### src/rtl/ser_frame_sched.sv
// ser_frame_sched: shares the ds_40 serializer between NUM_CH byte requesters (round-robin),
// emitting SYNC / HDR / PAYLOAD frames. Build macro SER_IDLE_FILL_EN keeps the link filled while idle.
module ser_frame_sched #(
    parameter int         NUM_CH      = 4,
    parameter int         BYTE_CYCLES = 8,
    parameter logic [7:0] SYNC_BYTE   = 8'h7E,
    parameter logic [7:0] IDLE_BYTE   = 8'hBC
) (
    input  logic                clock_40,
    input  logic                reset,
    input  logic [NUM_CH-1:0]   req,
    input  logic [8*NUM_CH-1:0] req_data,
    output logic [NUM_CH-1:0]   ack,
    output logic [7:0]          ser_data_in,
    output logic                ser_enable,
    output logic                busy,
    output logic [15:0]         frame_cnt
);

    localparam int CH_W   = (NUM_CH > 1) ? $clog2(NUM_CH) : 1;
    localparam int SLOT_W = (BYTE_CYCLES > 1) ? $clog2(BYTE_CYCLES) : 1;

`ifdef SER_IDLE_FILL_EN
    localparam logic IDLE_FILL = 1'b1;
`else
    localparam logic IDLE_FILL = 1'b0;
`endif
    localparam logic [7:0] IDLE_DATA = IDLE_FILL ? IDLE_BYTE : 8'h00;

    typedef enum logic [1:0] {
        ST_IDLE,
        ST_SYNC,
        ST_HDR,
        ST_PAYLOAD
    } state_t;

    state_t              r_state;
    logic [SLOT_W-1:0]   r_slot;
    logic [CH_W-1:0]     r_rr_ptr;
    logic [CH_W-1:0]     r_ch;
    logic [7:0]          r_byte;
    logic [NUM_CH-1:0]   r_ack;
    logic [7:0]          r_data;
    logic                r_en;
    logic                r_busy;
    logic [15:0]         r_frame_cnt;

    state_t              w_state_nx;
    logic [SLOT_W-1:0]   w_slot_nx;
    logic [CH_W-1:0]     w_rr_ptr_nx;
    logic [CH_W-1:0]     w_ch_nx;
    logic [7:0]          w_byte_nx;
    logic [NUM_CH-1:0]   w_ack_nx;
    logic [7:0]          w_data_nx;
    logic                w_en_nx;
    logic                w_busy_nx;
    logic [15:0]         w_frame_cnt_nx;

    logic                w_slot_last;
    logic                w_grant_vld;
    logic                w_grant_take;
    logic [CH_W-1:0]     w_grant_idx;
    logic [CH_W-1:0]     w_cand;
    logic [7:0]          w_grant_byte;

    assign w_slot_last = (r_slot == SLOT_W'(BYTE_CYCLES - 1));

    // Round-robin search starting one past the last winner.
    always_comb begin
        // NOTE: every combinational output gets a default first so no path can infer a latch.
        w_grant_vld = 1'b0;
        w_grant_idx = '0;
        w_cand      = '0;
        for (int k = 1; k <= NUM_CH; k++) begin
            w_cand = CH_W'((int'(r_rr_ptr) + k) % NUM_CH);
            if (!w_grant_vld && req[w_cand]) begin
                w_grant_vld = 1'b1;
                w_grant_idx = w_cand;
            end
        end
        w_grant_byte = req_data[{w_grant_idx, 3'b000} +: 8];
    end

    always_comb begin
        w_state_nx     = r_state;
        w_slot_nx      = r_slot + SLOT_W'(1);
        w_rr_ptr_nx    = r_rr_ptr;
        w_ch_nx        = r_ch;
        w_byte_nx      = r_byte;
        w_ack_nx       = '0;
        w_data_nx      = r_data;
        w_en_nx        = r_en;
        w_busy_nx      = r_busy;
        w_frame_cnt_nx = r_frame_cnt;
        w_grant_take   = 1'b0;

        unique case (r_state)
            ST_IDLE: begin
                w_slot_nx    = '0;
                w_en_nx      = IDLE_FILL;
                w_data_nx    = IDLE_DATA;
                w_busy_nx    = 1'b0;
                w_grant_take = w_grant_vld;
            end
            ST_SYNC: begin
                if (w_slot_last) begin
                    w_state_nx = ST_HDR;
                    w_slot_nx  = '0;
                    w_data_nx  = {4'hA, 4'(r_ch)};
                end
            end
            ST_HDR: begin
                if (w_slot_last) begin
                    w_state_nx = ST_PAYLOAD;
                    w_slot_nx  = '0;
                    w_data_nx  = r_byte;
                end
            end
            ST_PAYLOAD: begin
                if (w_slot_last) begin
                    w_frame_cnt_nx = r_frame_cnt + 16'd1;
                    w_grant_take   = w_grant_vld;
                    w_state_nx     = ST_IDLE;
                    w_slot_nx      = '0;
                    w_en_nx        = IDLE_FILL;
                    w_data_nx      = IDLE_DATA;
                    w_busy_nx      = 1'b0;
                end
            end
            default: begin
                w_state_nx = ST_IDLE;
                w_slot_nx  = '0;
            end
        endcase

        // A grant overrides whatever the state logic chose: the next frame starts at once.
        if (w_grant_take) begin
            w_state_nx            = ST_SYNC;
            w_slot_nx             = '0;
            w_rr_ptr_nx           = w_grant_idx;
            w_ch_nx               = w_grant_idx;
            w_byte_nx             = w_grant_byte;
            w_ack_nx[w_grant_idx] = 1'b1;
            w_en_nx               = 1'b1;
            w_data_nx             = SYNC_BYTE;
            w_busy_nx             = 1'b1;
        end
    end

    always_ff @(posedge clock_40) begin
        if (reset) begin
            // NOTE: these are plain flops, not a memory array, so every one of them is reset.
            r_state     <= ST_IDLE;
            r_slot      <= '0;
            r_rr_ptr    <= CH_W'(NUM_CH - 1);
            r_ch        <= '0;
            r_byte      <= '0;
            r_ack       <= '0;
            r_data      <= '0;
            r_en        <= 1'b0;
            r_busy      <= 1'b0;
            r_frame_cnt <= '0;
        end else begin
            // NOTE: non-blocking assignments so every flop samples pre-edge values.
            r_state     <= w_state_nx;
            r_slot      <= w_slot_nx;
            r_rr_ptr    <= w_rr_ptr_nx;
            r_ch        <= w_ch_nx;
            r_byte      <= w_byte_nx;
            r_ack       <= w_ack_nx;
            r_data      <= w_data_nx;
            r_en        <= w_en_nx;
            r_busy      <= w_busy_nx;
            r_frame_cnt <= w_frame_cnt_nx;
        end
    end

    assign ack         = r_ack;
    assign ser_data_in = r_data;
    assign ser_enable  = r_en;
    assign busy        = r_busy;
    assign frame_cnt   = r_frame_cnt;

endmodule

### config.mk
export PLATFORM = sky130hd
export DESIGN_NAME = ser_frame_sched
export DESIGN_NICKNAME = d
export VERILOG_FILES = /design/src/rtl/ser_frame_sched.sv
export SDC_FILE = /design/constraint.sdc
export NUM_CORES = 1
export LEC_CHECK = 0
export CORE_MARGIN = 2
export CORE_UTILIZATION = 40
export CTS_CLUSTER_SIZE = 16
export DETAILED_ROUTE_END_ITERATION = 7
export PLACE_DENSITY_LB_ADDON = 0.2
export SYNTH_ARGS = -nofsm -noshare
export SYNTH_HDL_FRONTEND = slang
export SYNTH_SLANG_ARGS = --single-unit
### constraint.sdc
create_clock -name clock_40 -period 4.78 [get_ports clock_40]
set_input_delay 0.478 -clock clock_40 [delete_from_list [all_inputs] [get_ports clock_40]]
set_output_delay 0.478 -clock clock_40 [all_outputs]
set_load 0.1 [all_outputs]
# After elaboration in Yosys (flattened, before gate mapping)
# Index checks and enable logic that the tools add are counted.
[op_classes] shifts=1 n_eq_ne=10 n_div=0 bitwise_logic=1 addsub=6 order_cmp=6 n_reduce_logical=20 n_mul=0 n_mux=35
[ops] cell="$pmux W8 S4" count=1
[ops] cell="$shiftx A32 B6 Y8" count=1
[ops] cell="$mux W8" count=3
[ops] cell="$add A16 B1 Y16 const B" count=1
[ops] cell="$lt A2 B3 Y1 const B" count=5
[ops] cell="$mux W2" count=7
[ops] cell="$mux W1" count=13
[ops] cell="$ne A3 B3 Y1 const B" count=3
[ops] cell="$bmux W1 S2" count=4
[ops] cell="$reduce_and A4 Y1" count=2
[ops] cell="$mux W7" count=1
[ops] cell="$ne A2 B2 Y1 const B" count=3
[ops] cell="$pmux W2 S3" count=1
[ops] cell="$pmux W3 S2" count=1
[ops] cell="$reduce_and A3 Y1" count=2
[ops] cell="$reduce_bool A3 Y1" count=2
[ops] cell="$add A2 B1 Y2 const B" count=2
[ops] cell="$add A2 B2 Y2 const B" count=2
[ops] cell="$eq A2 B2 Y1 const B" count=2
[ops] cell="$logic_and A1 B1 Y1" count=4
[ops] cell="$pmux W1 S2" count=2
[ops] cell="$reduce_and A2 Y1" count=2
[ops] cell="$reduce_bool A4 Y1" count=1
[ops] cell="$reduce_or A2 Y1" count=2
[ops] cell="10 further kinds" count=12
[totals] regBits=46 output_inout_bits=30 inputBits=38 word_cells=90 latchBits=0 rom_bits=0 ramBits=0 n_memories=0

# Depth between registers and ports, before layout
[depth] ltp_word=17 depth_mapped=9

# Worst setup path before layout
# Ideal clock, no wire load.
[synth_path] kind="register to register" from="reg r_frame_cnt[3], in the netlist frame_cnt[3]" to="reg r_frame_cnt[13], in the netlist frame_cnt[13]" arrival_ns=1.973 period_less_slack_ns=2.039 path_slack_ns=2.741 path_stages_with_launch=6 path_cell_list="dfxtp_1 and4_1 and2_1 nand4_1 xor2_1 nor2_1"
[synth_between] elab_chain_cells=1
[synth_rtl] element="from (decl)" line="46" rtl="logic [15:0] r_frame_cnt;"
[synth_rtl] element="from (signal assigned)" line="174" rtl="r_frame_cnt <= w_frame_cnt_nx;"
[synth_rtl] element="$add A16 B1 Y16" line="121" rtl="w_frame_cnt_nx = r_frame_cnt + 16'd1;"
# No other way between the ends.
# A chain may end at the register's enable or synchronous reset.

# Worst setup path in the final report
[layout_path] from="reg r_frame_cnt[3], in the netlist frame_cnt[3]" to="out frame_cnt[3]"
[layout_rtl] element="to (decl)" line="17" rtl="output logic [15:0] frame_cnt"
# No word-level cell between the ends.

==> out/summary.md <==
The run finished with clean final reports. The number of antenna violations at the first check in global routing was 0. The critical path starts at frame_cnt[3].

The die is 78.8 um tall. The detailed-router iteration count before antenna repair was 4; the global placer's final weighted congestion was 0.720. Compared with the post-synthesis result, the final layout area differs by 34.5%.

For the number of filler cells placed in the layout, the log shows 517. The worst setup path category is flip-flop to output pin. The net total in the final layout is 347, and the setup skew after layout is 0.00670 ns. The cell at the slowest stage of the critical path is sky130_fd_sc_hd__clkdlybuf4s50_1. The commonest register cell after synthesis was sky130_fd_sc_hd__dfxtp_1. The type of the most critical hold path is flip-flop to flip-flop. The post-synthesis instance total was 238; the routed wire length was 4600 um. The run gives 1,850 as the total vias in the final route.

The layout cell share with drive strength beyond 1 is 0.0533. For the pin with the worst max-slew slack, the measured transition is 1.13 ns. The run gives 1,774 as the number of global-route vias before repair. In this run the worst setup path terminates at frame_cnt[3]. For this design, the CTS-stage hold fixing added 0 buffers. For this design the static power due to leakage is 1.16 nW.

For the flop-to-flop setup slack, the log shows 2.52 ns. Max-cap violations in this run came to 0. The number of different library cells in the post-synthesis netlist was 37; the buffers plus inverters on the worst setup path was 1.

The total area inside the core boundary comes to 5470 um^2. Of all nets on the critical path, the largest fanout is 6. The library cell occupying the most area in the post-synthesis netlist was sky130_fd_sc_hd__dfxtp_1. The count of cell instances traversed by the critical path is 1, and the clock transition at the registers of the reported paths is 0.08 ns.

The critical path goes through clkdlybuf4s50_1. The maximum clock frequency was 0.424 GHz. The effective utilization at floorplan is 0.409, and the number of buffers created by CTS is 5.

Die width: 78.8 um. Once detailed placement completed, the half-perimeter wirelength came to 3490 um. Setup repair after global routing left no endpoint under its margin.

The number of antenna diodes in the final layout is 0. The final setup violation count is 0, and the average routed wire per standard cell is 12.4 um. The total routing usage reported by global routing is 0.155. The share of async-settable or async-resettable flops after synthesis was 0; the worst-case reg-to-reg path depth was 6.

Yosys attributes the largest share of cell area to sky130_fd_sc_hd__dfxtp_1 (41%), sky130_fd_sc_hd__mux2i_1 (7.6%), sky130_fd_sc_hd__ha_1 (5.6%), sky130_fd_sc_hd__xor2_1 (4.7%), sky130_fd_sc_hd__nor2_1 (4.5%). The synthesized design contains 0 enable-type register cells. The DRC violation count after routing is 0. Beginning of the worst register-to-register path: r_state[0].

In this run the power density over the cells is 535 nW/um^2. During placement, the flow inserted port buffers numbering 67. The first global-routing pass estimated 7750 um of wire.

The tools report the count of pins on the block boundary as 68. STA classifies the critical path startpoint as a flip-flop. The floorplan has 27 rows. For the finished layout, the period the worst path requires is 2.36 ns.

Insertion delay to the later sink of the worst-skew pair: 0.30 ns. The cell family contributing the most delay on the critical path is buffers and inverters. The worst path required time was 4.30 ns; the overflow left after global routing was 0. The area fraction of the dominant cell type after synthesis works out to 0.411.

The run gives 2 as the deepest clock path buffer count. Once the clock tree was built, the resizer swapped 0 gates to a different size. The tree is rooted in a sky130_fd_sc_hd__clkbuf_8. TritonCTS built the clock tree.

The multi-input combinational cells in the finished layout cover a total of 1200 um^2. On the final layout, the worst hold slack is 0.428 ns. The run gives 2 as the H-tree level count.

STA classifies the critical path endpoint as an output pin. The number of nets produced by synthesis was 286; the number of register bits inferred by synthesis was 46. In this run the remaining antenna-violating nets after routing total 0. For this block, the initial DRC count from the detailed router was 64. Each instance of the synthesized netlist takes up on average 9.41 um^2. The final number of max-transition violations came out at 0.

The pin count of the biggest net entering global routing was 42; the accumulated negative setup slack was 0 ns. For the worst setup path, the data arrival time is 1.88 ns. The die covers 6210 um^2.

In this run the critical register-to-register path is captured at r_state[1]. Delay contributed by the slowest stage of the critical path: 1.17 ns. The sequential element share of the synthesized area came out at 0.411.

VDD sags by at most 344 uV. Counting every sink on the clock net gives 46. The run gives 0 as the buffer count from post-CTS setup fixing. The run gives 0 as the count of yosys warnings during synthesis. The run gives 0.243 as the tightest slew margin relative to the limit. In the final layout, flip-flops and latches occupy 921 um^2. The post-route fraction of the period consumed by the critical path is 0.494, and the via-per-instance ratio is 4.97.

The final hold violation count came out at 0. For the post-synthesis instance area, the log shows 2240 um^2.
[final cells by class]
type / instances / share of cell area
clock inverter: 2 / 0.0125
sequential: 46 / 0.306
inverter: 4 / 0.00499
tap: 72 / 0.0299
multi-input combinational: 174 / 0.398
timing repair buffer: 68 / 0.225
clock buffer: 6 / 0.0241
[flip-flops by register name, summed over array words and instances, names as in the netlist]
register and count:
r_byte 8, busy 1, ack 4, r_rr_ptr 2, r_slot 3, r_ch 2, r_state 2, frame_cnt 16
ser_data_in 8
[metal layers]
| layer | vias up | global-route usage | part of all wire |
|---|---|---|---|
| met1 | 857 | 0.183 | 0.46 |
| met4 | 0 | 0.0638 | 0.018 |
| met3 | 7 | 0.0330 | 0.038 |
| li1 | 955 | - | - |
| met2 | 31 | 0.272 | 0.48 |
| met5 | - | 0 | 0 |
[through the flow]
stage	instances	instance area, um^2	utilization	power, mW	setup slack, ns
CTS	372	3010	0.550	1.63	2.39
detailed placement	364	2900	0.530	1.35	2.13
global placement	364	2900	0.530	1.33	2.18
finish	372	3010	0.550	1.61	2.42
global route	372	3010	0.550	1.71	2.23
floorplan	238	2240	-	1.21	2.74
[Yosys cell counts, types with 2 or more instances]
cell                        n
sky130_fd_sc_hd__nand2b_1   2
sky130_fd_sc_hd__and4_1     2
sky130_fd_sc_hd__a21oi_1   14
sky130_fd_sc_hd__inv_1      4
sky130_fd_sc_hd__nand4_1    3
sky130_fd_sc_hd__a31oi_1    4
sky130_fd_sc_hd__mux2i_1   17
sky130_fd_sc_hd__a22oi_1    2
sky130_fd_sc_hd__and2b_1    4
sky130_fd_sc_hd__nor3_1    10
sky130_fd_sc_hd__nand3_1   10
sky130_fd_sc_hd__nand3b_1   8
sky130_fd_sc_hd__o21ai_2    2
sky130_fd_sc_hd__nor2b_1    2
sky130_fd_sc_hd__dfxtp_1   46
sky130_fd_sc_hd__nor4_1     2
sky130_fd_sc_hd__and2_1     4
sky130_fd_sc_hd__and3_1     5
sky130_fd_sc_hd__nand2_1   15
sky130_fd_sc_hd__o221ai_1   7
sky130_fd_sc_hd__buf_2      4
sky130_fd_sc_hd__buf_6      6
sky130_fd_sc_hd__xnor2_1    3
sky130_fd_sc_hd__clkbuf_1   3
sky130_fd_sc_hd__ha_1      10
sky130_fd_sc_hd__xor2_1    12
sky130_fd_sc_hd__nor2_1    27
[cell families (layout without fill, tap and decap cells)]
group,count (synthesis),count (layout),synth area share
muxes,17,17,0.0760
adders and majority gates,10,10,0.0559
buffers and inverters,18,80,0.0542
xor gates and xnor gates,15,15,0.0587
and+or+nand+nor,97,97,0.226
AOI/OAI and AO/OA,35,35,0.118
DFF,46,46,0.411
[power breakdown]
part	internal [mW]	total, mW	switching [mW]
logic	0.255	0.817	0.562
registers	0.463	0.513	0.0499
clock network	0.156	0.283	0.127
[placed cells by master (no fill, tap or decap), drive strengths merged, types with 10 or more instances in the layout]
cell type      Yosys  final
a21oi             14     14
clkdlybuf4s50      0     67
dfxtp             46     46
ha                10     10
mux2i             17     17
nand2             16     16
nand3             10     10
nor2              28     28
nor3              10     10
xor2              12     12
[worst register-to-register path, stage by stage, from the launching register on]
cell	delay (ns)
sky130_fd_sc_hd__dfxtp_1	0.36
sky130_fd_sc_hd__inv_1	0.14
sky130_fd_sc_hd__ha_1	0.37
sky130_fd_sc_hd__nor3_1	0.09
sky130_fd_sc_hd__nor2_1	0.68
sky130_fd_sc_hd__nor2_1	0.11
sky130_fd_sc_hd__a2111oi_0	0.39
[how the worst min path moves through the flow]
stage | depth (start not counted) | to | startpoint | slack [ns]
3_3_place_gp | 1 | r_slot[0] | r_slot[0] | 0.41
6_report | 1 | r_slot[0] | r_slot[0] | 0.43
4_1_cts | 1 | r_slot[0] | r_slot[0] | 0.43
2_1_floorplan | 1 | r_slot[0] | r_slot[0] | 0.40
5_1_grt | 1 | r_slot[0] | r_slot[0] | 0.46
3_5_place_dp | 1 | r_slot[0] | r_slot[0] | 0.42
No activity file was read; power rests on OpenSTA's default activity.
